File: config.mk
export PLATFORM = sky130hd
export DESIGN_NAME = pkt_ingress_router
export DESIGN_NICKNAME = d
export VERILOG_FILES = /design/src/rtl/pkt_ingress_router.sv
export SDC_FILE = /design/constraint.sdc
export NUM_CORES = 1
export LEC_CHECK = 0
export ABC_AREA = 1
export CAP_MARGIN = 30
export CORE_MARGIN = 10
export CORE_UTILIZATION = 47
export DETAILED_ROUTE_END_ITERATION = 6
export GPL_ROUTABILITY_DRIVEN = 0
export PLACE_DENSITY = 0.81
export RECOVER_POWER = 25
export SYNTH_ARGS = -nofsm -noshare
export SYNTH_HDL_FRONTEND = slang
export SYNTH_SLANG_ARGS = --single-unit
File: constraint.sdc
create_clock -name clk -period 2.1 [get_ports clk]
set_input_delay 0.42 -clock clk [delete_from_list [all_inputs] [get_ports clk]]
set_output_delay 0.42 -clock clk [all_outputs]
set_load 0.005 [all_outputs]
File: src/rtl/pkt_ingress_router.sv
// Ingress parser: strips SOF and address, routes payload plus delimiter into the
// output FIFO whose address matches, with backpressure and length truncation.
module pkt_ingress_router #(
    parameter int unsigned W_WIDTH = 8,
    parameter int unsigned N_PORTS = 4,
    parameter int unsigned MAX_LEN = 64
) (
    input  logic                         clk,
    input  logic                         rst_n,
    input  logic [W_WIDTH-1:0]           data_in,
    input  logic                         in_valid,
    output logic                         in_ready,
    input  logic [N_PORTS*W_WIDTH-1:0]   port_addr,
    input  logic [N_PORTS-1:0]           fifo_full,
    output logic [N_PORTS-1:0]           wr_en,
    output logic [W_WIDTH-1:0]           fifo_wdata,
    output logic                         busy,
    output logic                         pkt_done,
    output logic                         pkt_drop,
    output logic [7:0]                   drop_cnt
);

    localparam int unsigned SelW = (N_PORTS > 1) ? $clog2(N_PORTS) : 1;
    localparam logic [W_WIDTH-1:0] Sof   = W_WIDTH'(8'hFF);
    localparam logic [W_WIDTH-1:0] Delim = W_WIDTH'(8'h55);
    localparam logic [7:0]         MaxLen = 8'(MAX_LEN);

    typedef enum logic [1:0] {StIdle, StGetAddr, StPayload, StDiscard} state_e;

    state_e            state_q, state_d;
    logic [SelW-1:0]   sel_q, sel_d;
    logic [7:0]        len_q, len_d;
    logic              done_q, done_d;
    logic              drop_q, drop_d;
    logic [7:0]        cnt_q, cnt_d;

    logic              accept;
    logic              match_found;
    logic [SelW-1:0]   match_idx;

    // Descending scan so the lowest matching index wins on duplicate addresses.
    always_comb begin
        match_found = 1'b0;
        match_idx   = '0;
        for (int i = int'(N_PORTS) - 1; i >= 0; i--) begin
            if (port_addr[i*W_WIDTH +: W_WIDTH] == data_in) begin
                match_found = 1'b1;
                match_idx   = SelW'(i);
            end
        end
    end

    assign in_ready = (state_q == StPayload) ? !fifo_full[sel_q] : 1'b1;
    assign accept   = in_valid && in_ready;

    always_comb begin
        state_d    = state_q;
        sel_d      = sel_q;
        len_d      = len_q;
        done_d     = 1'b0;
        drop_d     = 1'b0;
        wr_en      = '0;
        fifo_wdata = data_in;
        unique case (state_q)
            StIdle: begin
                if (accept && data_in == Sof) begin
                    state_d = StGetAddr;
                end
            end
            StGetAddr: begin
                if (accept) begin
                    if (match_found) begin
                        sel_d   = match_idx;
                        len_d   = 8'd0;
                        state_d = StPayload;
                    end else begin
                        drop_d  = 1'b1;
                        state_d = StDiscard;
                    end
                end
            end
            StPayload: begin
                if (accept) begin
                    wr_en[sel_q] = 1'b1;
                    if (data_in == Delim) begin
                        done_d  = 1'b1;
                        state_d = StIdle;
                    end else if (len_q < MaxLen) begin
                        len_d = len_q + 8'd1;
                    end else begin
                        // Overlong packet: close it cleanly in the FIFO, drop the rest.
                        fifo_wdata = Delim;
                        drop_d     = 1'b1;
                        state_d    = StDiscard;
                    end
                end
            end
            StDiscard: begin
                if (accept && data_in == Delim) begin
                    state_d = StIdle;
                end
            end
            default: state_d = StIdle;
        endcase
        cnt_d = (drop_d && cnt_q != 8'hFF) ? cnt_q + 8'd1 : cnt_q;
    end

    always_ff @(posedge clk or negedge rst_n) begin
        if (!rst_n) begin
            state_q <= StIdle;
            sel_q   <= '0;
            len_q   <= 8'd0;
            done_q  <= 1'b0;
            drop_q  <= 1'b0;
            cnt_q   <= 8'd0;
        end else begin
            state_q <= state_d;
            sel_q   <= sel_d;
            len_q   <= len_d;
            done_q  <= done_d;
            drop_q  <= drop_d;
            cnt_q   <= cnt_d;
        end
    end

    assign busy     = (state_q != StIdle);
    assign pkt_done = done_q;
    assign pkt_drop = drop_q;
    assign drop_cnt = cnt_q;

endmodule
# Word level (Yosys, flattened, before mapping)
# Cells that the tools add are included.
# Widths: inputs -> output; s select.
# totals
regBits,22
latchBits,0
ramBits,0
mem_bits_ro,0
input_bits,47
out_inout_bits,24
wordCells,83
memories,0
# classes
add_sub_neg,2
multipliers,0
div_mod_pow,0
magnitude_cmp,3
eq_ne,18
shift,0
mux,42
bitwise,0
n_reduce_logical,12
# op_table
operator,count
$mux 8,9
$eq 8x8->1,4
$mux 2,10
$add 8x1->8 const B,2
$mux 1,16
$pmux 8 s2,1
$ne 2x2->1 const B,6
$eq 8x7->1 const B,1
$eq 8x8->1 const B,1
$lt 8x7->1 const B,1
$mux 4,2
$ne 8x8->1 const B,1
$pmux 2 s4,1
$reduce_and 6->1,1
$logic_and 1x1->1,5
$reduce_and 5->1,1
$eq 2x2->1 const B,2
$reduce_bool 2->1,2
$lt 2x3->1 const B,1
$ne 3x3->1 const B,1
$reduce_and 3->1,1
$bmux 1 s2,1
$demux 1 s2,1
$eq 2x1->1 const B,1
5 further kinds,5

# Depth between registers and ports, before layout
# logic_depth
word_depth,9
ltp_mapped,13
ltp_nobuf,12

# Least setup slack after synthesis
# No wires, ideal clock.
# synth_path
kind,register to output
start,reg state_q[0]
end,out fifo_wdata[0]
t_arrival_ps,1417
required_ps,1680
setup_slack_ps,263
stages_incl_launch_ff,8
path_buffers,0
cell_sequence,dfrtp_1 -> inv_1 -> ha_1 -> a21boi_2 -> nand2_2 -> a21oi_4 -> inv_2 -> nand2_1
# synth_via
elab_chain_cells,5
# synth_lines
element,line,text
start: declaration,30,"state_e state_q, state_d;"
start signal: assignment,110,state_q <= StIdle;
start signal: assignment,117,state_q <= state_d;
$eq 2x2->1 *,"53, 64",
$mux 1,53,assign in_ready = (state_q == StPayload) ? !fifo_full[sel_q] : 1'b1;
$logic_and 1x1->1,54,assign accept = in_valid && in_ready;
$mux 8,83,if (accept) begin
$mux 8 *,64,unique case (state_q)
end: declaration,16,"output logic [W_WIDTH-1:0] fifo_wdata,"
# Every way passes the cells marked *; elsewhere a longest branch is shown, timed or not.

# Final worst setup path
# layout_path
start,reg sel_q[0]
end,out fifo_wdata[6]
# layout_via
elab_chain_cells,7
# layout_lines
element,line,text
start: declaration,31,"logic [SelW-1:0] sel_q, sel_d;"
start signal: assignment,118,sel_q <= sel_d;
$bmux 1 s2,53,
$mux 1 (not written as such),53,
$logic_not 1->1,53,
$mux 1,53,
$logic_and 1x1->1,54,
$mux 8,83,
$mux 8,64,
# No other way between the ends. The select of a mux whose other input is x is not followed.

==> flow_metrics.tcl <==
set metrics [dict create \
    instances_no_fill 531 \
    fin_crit_sh_pct 104 \
    rsz0062_at_grt "true" \
    clk_pin_slew_ns 0.08 \
    dp.cells 509 \
    async_flop_share_pct 100 \
    drv_slew 0 \
    layout_commonest_cell "nand2_1" \
    final_cell_area_mm2 0.00352 \
    avgRoutedWirePerCell_um 14.1 \
    cts.htree.levels 1 \
    place_area_mm2 0.00321 \
    fin_crit_ns 2.19 \
    worst_slack_ns -0.0907 \
    coreArea_mm2 0.00444 \
    reg2reg_from "sel_q[0]" \
    r2r_end "drop_cnt[7]" \
    finalPower_w 0.00243 \
    outcome "complete, but fails checks" \
    violations "setup timing" \
    netlist.area_leader.share_pct 25.2 \
    routed_via_density 4.99 \
    grt_pass1_vias 2510 \
    fp.dieH_um 88.4 \
    fin_util_pct 79.2 \
    num_vias 2650 \
    die_w_um 88.4 \
    p_leak_nw 1.88 \
    maxCapViolations 0 \
    relSlewSlack_pct 19.2 \
    worstSkewPairLatency_ns 0.27 \
    reg2reg_depth 14 \
    rows 24 \
    syn_nets 407 \
    synth_cell_types 29 \
    cp-start-kind "flop" \
    drc 0 \
    r2r_slack_ns -0.03 \
    synth_area_leaders "nand2_1, dfrtp_1, inv_1" \
    ant_nets 0 \
    area_delta_synth_final_pct 59.9 \
    startpoint "sel_q[0]" \
    firstDrtPassIters 4 \
    p_per_area_mw_per_mm2 691 \
    cts.path.max_buffers 2 \
    worstPathRequired_ns 1.68 \
    grt_max_degree 23 \
    synth_seq_cells 22 \
    fmax_ghz 0.456 \
    wl_um 7510 \
    hpwlAfterDp_um 5430 \
    irDropWorstVdd_v 0.000700 \
    ioPinCount 71 \
    cts_tree "built" \
    tightest_slew_ns 1.21 \
    avgSynthCellArea_um2 6.22 \
    drive_above_1_share_pct 28.8 \
    yosysSeqAreaShare_pct 25.0 \
    root_buffer "clkbuf_8" \
    final_cell_mix "nand2_1, buf_4, clkdlybuf4s50_1, inv_1, nor2_1" \
    antenna_cells 0 \
    cp_data_arrival_time_ns 1.77 \
    antenna_found_initial 0 \
    clock-sinks 22 \
    post-place-ws_ns -0.483 \
    finalHoldViolCount 0 \
    numCtsBuffers 3 \
    worstSetupPathType "reg2out" \
    critPathCaptureType "output pin" \
    hold_path_depth 2 \
    nNetsFinal 533 \
    hold_end "drop_cnt[6]" \
    skew_ns 0.00591 \
    gr-total-overflow 0 \
    synth_area_mm2 0.00220 \
    io_buffer_count 70 \
    worst-path-max-fanout 4 \
    hold_class "reg2reg" \
    synthCells 354 \
    start_util_pct 49.5 \
    drtIter0Drc 125 \
    grt_pass1_wl_um 11700 \
    die_area_mm2 0.00782 \
    synth_edf_count 0 \
    finalSetupViolCount 13 \
    synthFlopType "dfrtp_1" \
    yosysTopAreaCell "nand2_1" \
    grtUsageTotal_pct 18.1 \
    worstHoldStart "drop_cnt[6]" \
    ys.warnings.count 0 \
]
## cell families after synthesis
family / after synthesis / share of synthesized area, %
adders and majority gates: 6 / 3.41
and+or+nand+nor: 245 / 53.4
buffers and inverters: 58 / 10.3
xor gates and xnor gates: 11 / 4.38
DFF: 22 / 25.0
AOI/OAI and AO/OA: 12 / 3.52
## power breakdown
| group | internal (W) | leakage, nW | total, W | switching, W |
|---|---|---|---|---|
| registers | 0.000500 | 0.297 | 0.000570 | 0.0000695 |
| clock network | 0.000168 | 0.0288 | 0.000312 | 0.000145 |
| logic | 0.000688 | 1.55 | 0.00155 | 0.000863 |
| total | 0.00136 | 1.88 | 0.00243 | 0.00108 |
## cells in the mapped netlist (2+ instances only)
cell,number
dfrtp_1,22
ha_1,6
inv_1,43
inv_2,12
inv_4,2
nand2_1,148
nand2_2,8
nand2_4,3
nand3_1,18
nand4_1,11
nand4_4,2
nor2_1,31
nor2_2,5
nor2_4,4
nor2_8,2
nor3_1,5
nor3b_1,3
o21ai_0,5
o21ai_1,5
xor2_1,10
## layer usage
layer | share of wire, % | GRT usage [%] | up-vias | wire length, µm
li1 | - | - | 1346 | -
met1 | 41 | 22.1 | 1219 | 3120
met2 | 52 | 32.4 | 75 | 3890
met3 | 5.8 | 3.95 | 10 | 435
met4 | 0.88 | 2.35 | 0 | 66
met5 | 0 | 0 | - | 0
## state kept, by name (all words and copies together) (netlist names)
register	count
pkt_done	1
len_q	8
pkt_drop	1
state_q	2
drop_cnt	8
sel_q	2
## through the flow
step,setup TNS (ns),hold WS (ns)
global route,-2.82,0.539
finish,-0.572,0.515
detailed placement,-7.71,0.492
global placement,-6.90,0.480
CTS,-0.511,0.503
floorplan,0,0.124
## critical path, stage by stage, from the launching register on
cell and delay [ns]:
dfrtp_1 0.44, inv_2 0.10, nand3_2 0.09, nand4_4 0.10, a21boi_2 0.18, nand2_2 0.10
a21oi_4 0.16, buf_6 0.12, inv_4 0.04, nand2_1 0.05, buf_2 0.11
## final cells by class
type                            count  area (µm²)
Inverter                           57         221
Tap cell                           52        65.1
Clock buffer                        4        55.1
Timing Repair Buffer              122        1040
Sequential cell                    22         552
Fill cell                         323         925
Multi-Input combinational cell    274        1590
## how the worst max path moves through the flow
| stage | end | cells after the start |
|---|---|---|
| after floorplan | fifo_wdata[0] | 7 |
| final | fifo_wdata[6] | 10 |
| after CTS | fifo_wdata[3] | 8 |
| after detailed placement | wr_en[1] | 8 |
| after global placement | wr_en[3] | 8 |
| after global routing | fifo_wdata[0] | 10 |
## what timing repair did
item,4_1_cts,5_1_grt
buffers inserted,14,5
setup endpoints to repair,13,34
gates resized for setup,58,42
hold buffers,0,0
pin swaps,9,16
Note: power is estimated with default switching activity, not from simulation.
